## src/rtl/sort_sched_pkg.sv

```systemverilog
// Shared types and default sizing for the sort_sched scheduler.
package sort_sched_pkg;
  typedef enum logic [1:0] {
    IDLE = 2'd0,
    SORT = 2'd1,
    RESP = 2'd2
  } state_t;

  localparam int unsigned SORT_SCHED_WIDTH = 3;
  localparam int unsigned SORT_SCHED_NREQ  = 4;
endpackage

```

## src/rtl/sort_sched_sort3_core.sv

```systemverilog
// Combinational three-input sorter built from three compare-swaps.
// Output order follows SORT_SCHED_DESC_EN (defined: o_no1 largest; undefined: o_no1 smallest).
module sort3_core #(
  parameter int unsigned WIDTH = 3
) (
  input  logic [WIDTH-1:0] i_a,
  input  logic [WIDTH-1:0] i_b,
  input  logic [WIDTH-1:0] i_c,
  output logic [WIDTH-1:0] o_no1,
  output logic [WIDTH-1:0] o_no2,
  output logic [WIDTH-1:0] o_no3
);
  logic [WIDTH-1:0] w_s0, w_s1, w_t1, w_t2, w_u0, w_u1;

  // w_t2 is the overall max after stage two; stage three orders the remaining pair.
  always_comb begin
    w_s0 = (i_a > i_b) ? i_b : i_a;
    w_s1 = (i_a > i_b) ? i_a : i_b;
    w_t1 = (w_s1 > i_c) ? i_c : w_s1;
    w_t2 = (w_s1 > i_c) ? w_s1 : i_c;
    w_u0 = (w_s0 > w_t1) ? w_t1 : w_s0;
    w_u1 = (w_s0 > w_t1) ? w_s0 : w_t1;
  end

`ifdef SORT_SCHED_DESC_EN
  assign o_no1 = w_t2;
  assign o_no2 = w_u1;
  assign o_no3 = w_u0;
`else
  assign o_no1 = w_u0;
  assign o_no2 = w_u1;
  assign o_no3 = w_t2;
`endif
endmodule

```

## src/rtl/sort_sched.sv

```systemverilog
// Round-robin scheduler sharing one 3-operand sorter among NREQ requesters.
// Sort order selected by SORT_SCHED_DESC_EN (see sort3_core).
module sort_sched
  import sort_sched_pkg::*;
#(
  parameter int unsigned WIDTH = SORT_SCHED_WIDTH,
  parameter int unsigned NREQ  = SORT_SCHED_NREQ,
  parameter int unsigned IDW   = 2
) (
  input  logic                  clk,
  input  logic                  rst,
  input  logic [NREQ-1:0]       req_valid,
  input  logic [NREQ*WIDTH-1:0] req_a,
  input  logic [NREQ*WIDTH-1:0] req_b,
  input  logic [NREQ*WIDTH-1:0] req_c,
  output logic [NREQ-1:0]       req_ready,
  output logic [NREQ-1:0]       resp_valid,
  input  logic [NREQ-1:0]       resp_ready,
  output logic [WIDTH-1:0]      no1,
  output logic [WIDTH-1:0]      no2,
  output logic [WIDTH-1:0]      no3,
  output logic [IDW-1:0]        grant_id,
  output logic                  busy
);
  state_t           r_state;
  logic [IDW-1:0]   r_rr;
  logic [IDW-1:0]   r_grant;
  logic [WIDTH-1:0] r_a, r_b, r_c;
  logic [WIDTH-1:0] r_no1, r_no2, r_no3;
  logic [NREQ-1:0]  r_resp_valid;

  logic             w_found;
  logic [IDW-1:0]   w_win;
  logic [IDW-1:0]   w_rr_next;
  int unsigned      w_idx;
  logic [NREQ-1:0]  w_req_ready;
  logic [WIDTH-1:0] w_s1, w_s2, w_s3;

  // Round-robin search starting at r_rr, wrapping NREQ-1 -> 0.
  always_comb begin
    w_found = 1'b0;
    w_win   = '0;
    w_idx   = 0;
    for (int unsigned k = 0; k < NREQ; k++) begin
      w_idx = 32'(r_rr) + k;
      if (w_idx >= NREQ) w_idx = w_idx - NREQ;
      if (!w_found && req_valid[w_idx]) begin
        w_found = 1'b1;
        w_win   = IDW'(w_idx);
      end
    end
    w_rr_next = (32'(w_win) == NREQ - 1) ? '0 : w_win + 1'b1;
  end

  always_comb begin
    w_req_ready = '0;
    if (rst && (r_state == IDLE) && w_found) w_req_ready[w_win] = 1'b1;
  end

  sort3_core #(.WIDTH(WIDTH)) u_sort3 (
    .i_a   (r_a),
    .i_b   (r_b),
    .i_c   (r_c),
    .o_no1 (w_s1),
    .o_no2 (w_s2),
    .o_no3 (w_s3)
  );

  always_ff @(posedge clk) begin
    if (!rst) begin
      r_state      <= IDLE;
      r_rr         <= '0;
      r_grant      <= '0;
      r_a          <= '0;
      r_b          <= '0;
      r_c          <= '0;
      r_no1        <= '0;
      r_no2        <= '0;
      r_no3        <= '0;
      r_resp_valid <= '0;
    end else begin
      case (r_state)
        IDLE: begin
          if (w_found) begin
            r_a     <= req_a[32'(w_win)*WIDTH +: WIDTH];
            r_b     <= req_b[32'(w_win)*WIDTH +: WIDTH];
            r_c     <= req_c[32'(w_win)*WIDTH +: WIDTH];
            r_grant <= w_win;
            r_rr    <= w_rr_next;
            r_state <= SORT;
          end
        end
        SORT: begin
          r_no1                 <= w_s1;
          r_no2                 <= w_s2;
          r_no3                 <= w_s3;
          r_resp_valid          <= '0;
          r_resp_valid[r_grant] <= 1'b1;
          r_state               <= RESP;
        end
        RESP: begin
          if (resp_ready[r_grant]) begin
            r_resp_valid <= '0;
            r_state      <= IDLE;
          end
        end
        default: r_state <= IDLE;
      endcase
    end
  end

  assign req_ready  = w_req_ready;
  assign resp_valid = r_resp_valid;
  assign no1        = r_no1;
  assign no2        = r_no2;
  assign no3        = r_no3;
  assign grant_id   = r_grant;
  assign busy       = (r_state != IDLE);
endmodule

```

## config.mk

```make
export PLATFORM = sky130hd
export DESIGN_NAME = sort_sched
export DESIGN_NICKNAME = d
export VERILOG_FILES = /design/src/rtl/sort_sched_pkg.sv /design/src/rtl/sort_sched_sort3_core.sv /design/src/rtl/sort_sched.sv
export SDC_FILE = /design/constraint.sdc
export NUM_CORES = 1
export LEC_CHECK = 0
export ABC_AREA = 0
export BUFFER_PORTS_ARGS = -buffer_cell sky130_fd_sc_hd__buf_2
export CORE_MARGIN = 10
export CORE_UTILIZATION = 55
export DETAILED_ROUTE_END_ITERATION = 7
export GPL_ROUTABILITY_DRIVEN = 0
export PLACE_DENSITY = 0.85
export SLEW_MARGIN = 20
export SYNTH_ARGS = -nofsm -noshare
export SYNTH_HDL_FRONTEND = slang
export SYNTH_HIERARCHICAL = 1
export SYNTH_SLANG_ARGS = --single-unit
```

## constraint.sdc

```tcl
create_clock -name clk -period 9.5 [get_ports clk]
set_input_delay 1.425 -clock clk [delete_from_list [all_inputs] [get_ports clk]]
set_output_delay 1.425 -clock clk [all_outputs]
set_load 0.01 [all_outputs]
```

==> results.md <==
Min path:
- The worst hold path cell count is 2.
- The class of the most critical hold timing path is flop to flop.

STA:
- Measured against its own limit, the worst slew margin works out to 47.1%.
- The routed design could run at a clock period as short as around 4.4 ns.
- For the pin with the worst max-slew slack, the measured transition is 0.791 ns.
- The count of final max-slew check failures is 0.
- The final-report hold violation count is 0.
- For the final database, setup skew stands at 0.00203 ns.
- In the finished design, the share of the clock period the worst path needs comes to a little under half.
- On the final layout, the worst hold slack is 0.465 ns.
- Setup repair after global routing left no endpoint under its margin.
- The final setup violation count is 0.
- Derived from the worst setup path, the maximum achievable clock frequency is 0.226 GHz.
- For the final routed database, the setup TNS stands at 0 ns.

Power:
- The power consumption is 843 uW.
- The leakage power is 0.00113 uW.
- The peak ir drop on the vdd network is 0.136 mV.
- The total power divided by cell area is 346 mW/mm^2.

Yosys:
- Counting flops with an async set or reset pin after synthesis yields a share of 0%.
- The net count after synthesis is 319.
- The top flip-flop cell by instance count after synthesis is dfxtp_1.
- The commonest cells after synthesis are 44 x nand2_1, 28 x dfxtp_1, 20 x a21boi_0, 20 x o21ai_0, 14 x and3_1.
- Of the synthesized area, sequential elements account for 27.2%.
- Each instance of the synthesized netlist takes up on average 7.83 sq um.
- The count of different cell masters after synthesis is 43.
- The synthesized design devotes to its leading area cell type around 27% of total area.
- The Yosys step of the flow raised 6 warnings.
- After synthesis the cells add up to slightly above 0.002 sq mm.
- The number of storage elements in the synthesis netlist is 28.
- Yosys mapped a number of flops with a built-in enable equal to 0.
- Among all cell types in the netlist, the one instantiated most often is nand2_1.
- Of all cell types, the one taking the most synthesized area is dfxtp_1.
- The synthesized instance count is 263.
- In the post-synthesis netlist, the biggest area contributors are dfxtp_1 27%, nand2_1 8.0%, a21boi_0 7.3%.

Die:
- The die covers 0.00659 sq mm.
- Pin placement for this block handled 66 I/O pins.
- The core area is about 0.0036 sq mm.
- Measured along the x axis, the die boundary spans ~81 microns.
- The row count is 22.
- For this configuration, the core starts out at a cell density of 56.6%.
- The die is 81.2 microns tall.

Routing:
- Across all layers, the routed design uses 2019 vias.
- The number of detailed-route iterations in the first pass is 4.
- Dividing the detail-routed via count by the number of cells gives 5.52.
- For this block, the initial DRC count from the detailed router was 199.
- The routed design has 5060 microns of wire.
- Dividing the detail-routed wire length by the instance count gives 13.8 microns.
- The count of antenna-violating nets left after detailed routing is 0.
- In the routed design, unresolved DRC markers number 0.

Clocking:
- The maximum clock insertion buffer count is 2.
- CTS saw 28 sinks.
- Buffers added to address setup during post-CTS repair amount to 0.
- Buffers inserted during clock tree synthesis total 3.
- The CTS root buffer is clkbuf_8.
- TritonCTS built the clock tree.
- In this run, post-CTS repair resized a total of 0 instances.
- Clock latency on the worst-skew pair, taken at its later pin, is 0.27 ns.
- CTS built an H-tree with a depth of 1.
- The number of hold buffers added after CTS was 0.
- Clock-pin slew was measured on the worst setup and hold paths at about 0.1 ns.

Setup path:
- The startpoint kind of the worst setup timing path is a flop.
- The depth of the worst register-to-register path is 17.
- STA puts the critical path data arrival time at 4.62 ns.
- The start-to-end type of the worst setup path is flop to flop.
- The largest driver fanout on the critical path is 14.
- The worst setup path is captured at a flop.
- The critical path data required time is 9.70 ns.

Global routing:
- The first global-routing pass estimated around 8600 microns of wire.
- In the global route stage, overall resource usage came out at 15.4%.
- The residual overflow from global routing is 0.
- The number of global-route vias before repair came to about 2.0k.
- The initial antenna violation count is 0.
- Entering global routing, the biggest net connects 21 pins.

Run status:
- The run finished with clean final reports.

Final layout:
- The final standard cell utilization of the core is about 67%.
- The number of inserted diodes is 0.
- The number of nets in the layout is around 380.
- The proportion of layout cells with a drive suffix above 1 is about 25%.
- The growth of design area from synthesis to finish is 18.2%.

Placed design:
- The port buffer count is 65.
- The post-detailed-placement half-perimeter wirelength is 3980 microns.

Job:
- The number of maximum-capacitance violations is 0.
-- worst max-delay path, cell delays in order, from the launching register on --
cell and delay [ns]:
dfxtp_1 0.41, inv_1 0.09, ha_1 0.31, a21oi_1 0.23
a21o_1 0.39, mux2_2 0.42, ha_1 0.30, and3_1 0.16
a21o_1 0.33, mux2i_1 0.24, ha_1 0.27, nand3b_1 0.10
nand2_1 0.18, and3_1 0.27, a21oi_1 0.22, o221a_2 0.22
nand2_1 0.04, a21boi_0 0.18
-- cell families (layout without fill, tap and decap cells) --
group,after synthesis,in the layout,share of synthesized area (%)
AO/OA/AOI/OAI,80,80,26.4
buffers and inverters,24,79,5.78
flip-flops,28,28,27.2
multiplexers,16,16,8.75
AND/OR/NAND/NOR,105,105,25.7
adder cells (fa/ha/maj),10,10,6.08
-- cell type report --
| cell class | instances | area, sq um |
|---|---|---|
| Inverter | 10 | 37.5 |
| Tap cell | 48 | 60.1 |
| Timing Repair Buffer | 65 | 325 |
| Clock buffer | 3 | 41.3 |
| Clock inverter | 1 | 30.0 |
| Multi-Input combinational cell | 211 | 1380 |
| Sequential cell | 28 | 561 |
| Fill cell | 327 | 1200 |
-- path summary, 6_finish.rpt --
kind / from / end / slack, ns
max: r_b[2]$_SDFFE_PN0P_ / no1[0]$_SDFFE_PN0P_ / 5.08
min: no2[2]$_SDFFE_PN0P_ / no2[2]$_SDFFE_PN0P_ / 0.46
max reg2reg: r_b[2]$_SDFFE_PN0P_ / no1[0]$_SDFFE_PN0P_ / 5.08
min reg2reg: no2[2]$_SDFFE_PN0P_ / no2[2]$_SDFFE_PN0P_ / 0.46
-- report_power, final --
part | internal [uW] | switching (uW) | leakage (uW)
Sequential | 146 | 24.9 | 0.000230
Combinational | 258 | 320 | 0.000862
Clock | 56.4 | 37.9 | 0.0000357
-- flip-flops by register name, indices dropped and copies added, names as in the netlist --
| name | cells |
|---|---|
| r_rr | 2 |
| r_state | 2 |
| no3 | 3 |
| resp_valid | 4 |
| r_a | 3 |
| r_c | 3 |
| no2 | 3 |
| r_b | 3 |
| grant_id | 2 |
| no1 | 3 |
-- stage by stage --
| step | cells | worst slack (ns) | instance area (sq um) |
|---|---|---|---|
| final | 366 | 5.08 | 2430 |
| after CTS | 366 | 5.13 | 2430 |
| after global placement | 362 | 5.24 | 2360 |
| after floorplan | 263 | 5.46 | 2060 |
| after global routing | 366 | 4.66 | 2430 |
| after detailed placement | 362 | 5.17 | 2360 |
-- metal layers --
layer	global-route usage, %	part of all wire, %
met1	20.0	47
met2	24.9	45
met3	3.42	6.8
met4	4.15	0.97
met5	0	0
-- placed cells by master, fill, tap and decap left out, types with 4 or more instances in the layout --
cell / count
or3_1: 5
nor2b_1: 11
and3_1: 14
ha_1: 10
mux2i_1: 12
inv_1: 10
a21boi_0: 20
o21ai_0: 20
nor2_1: 9
o211ai_1: 9
and2_1: 4
dfxtp_1: 28
a21oi_1: 13
buf_2: 65
nand3_1: 5
nand2_1: 44
No activity file was read; power rests on OpenSTA's default activity.
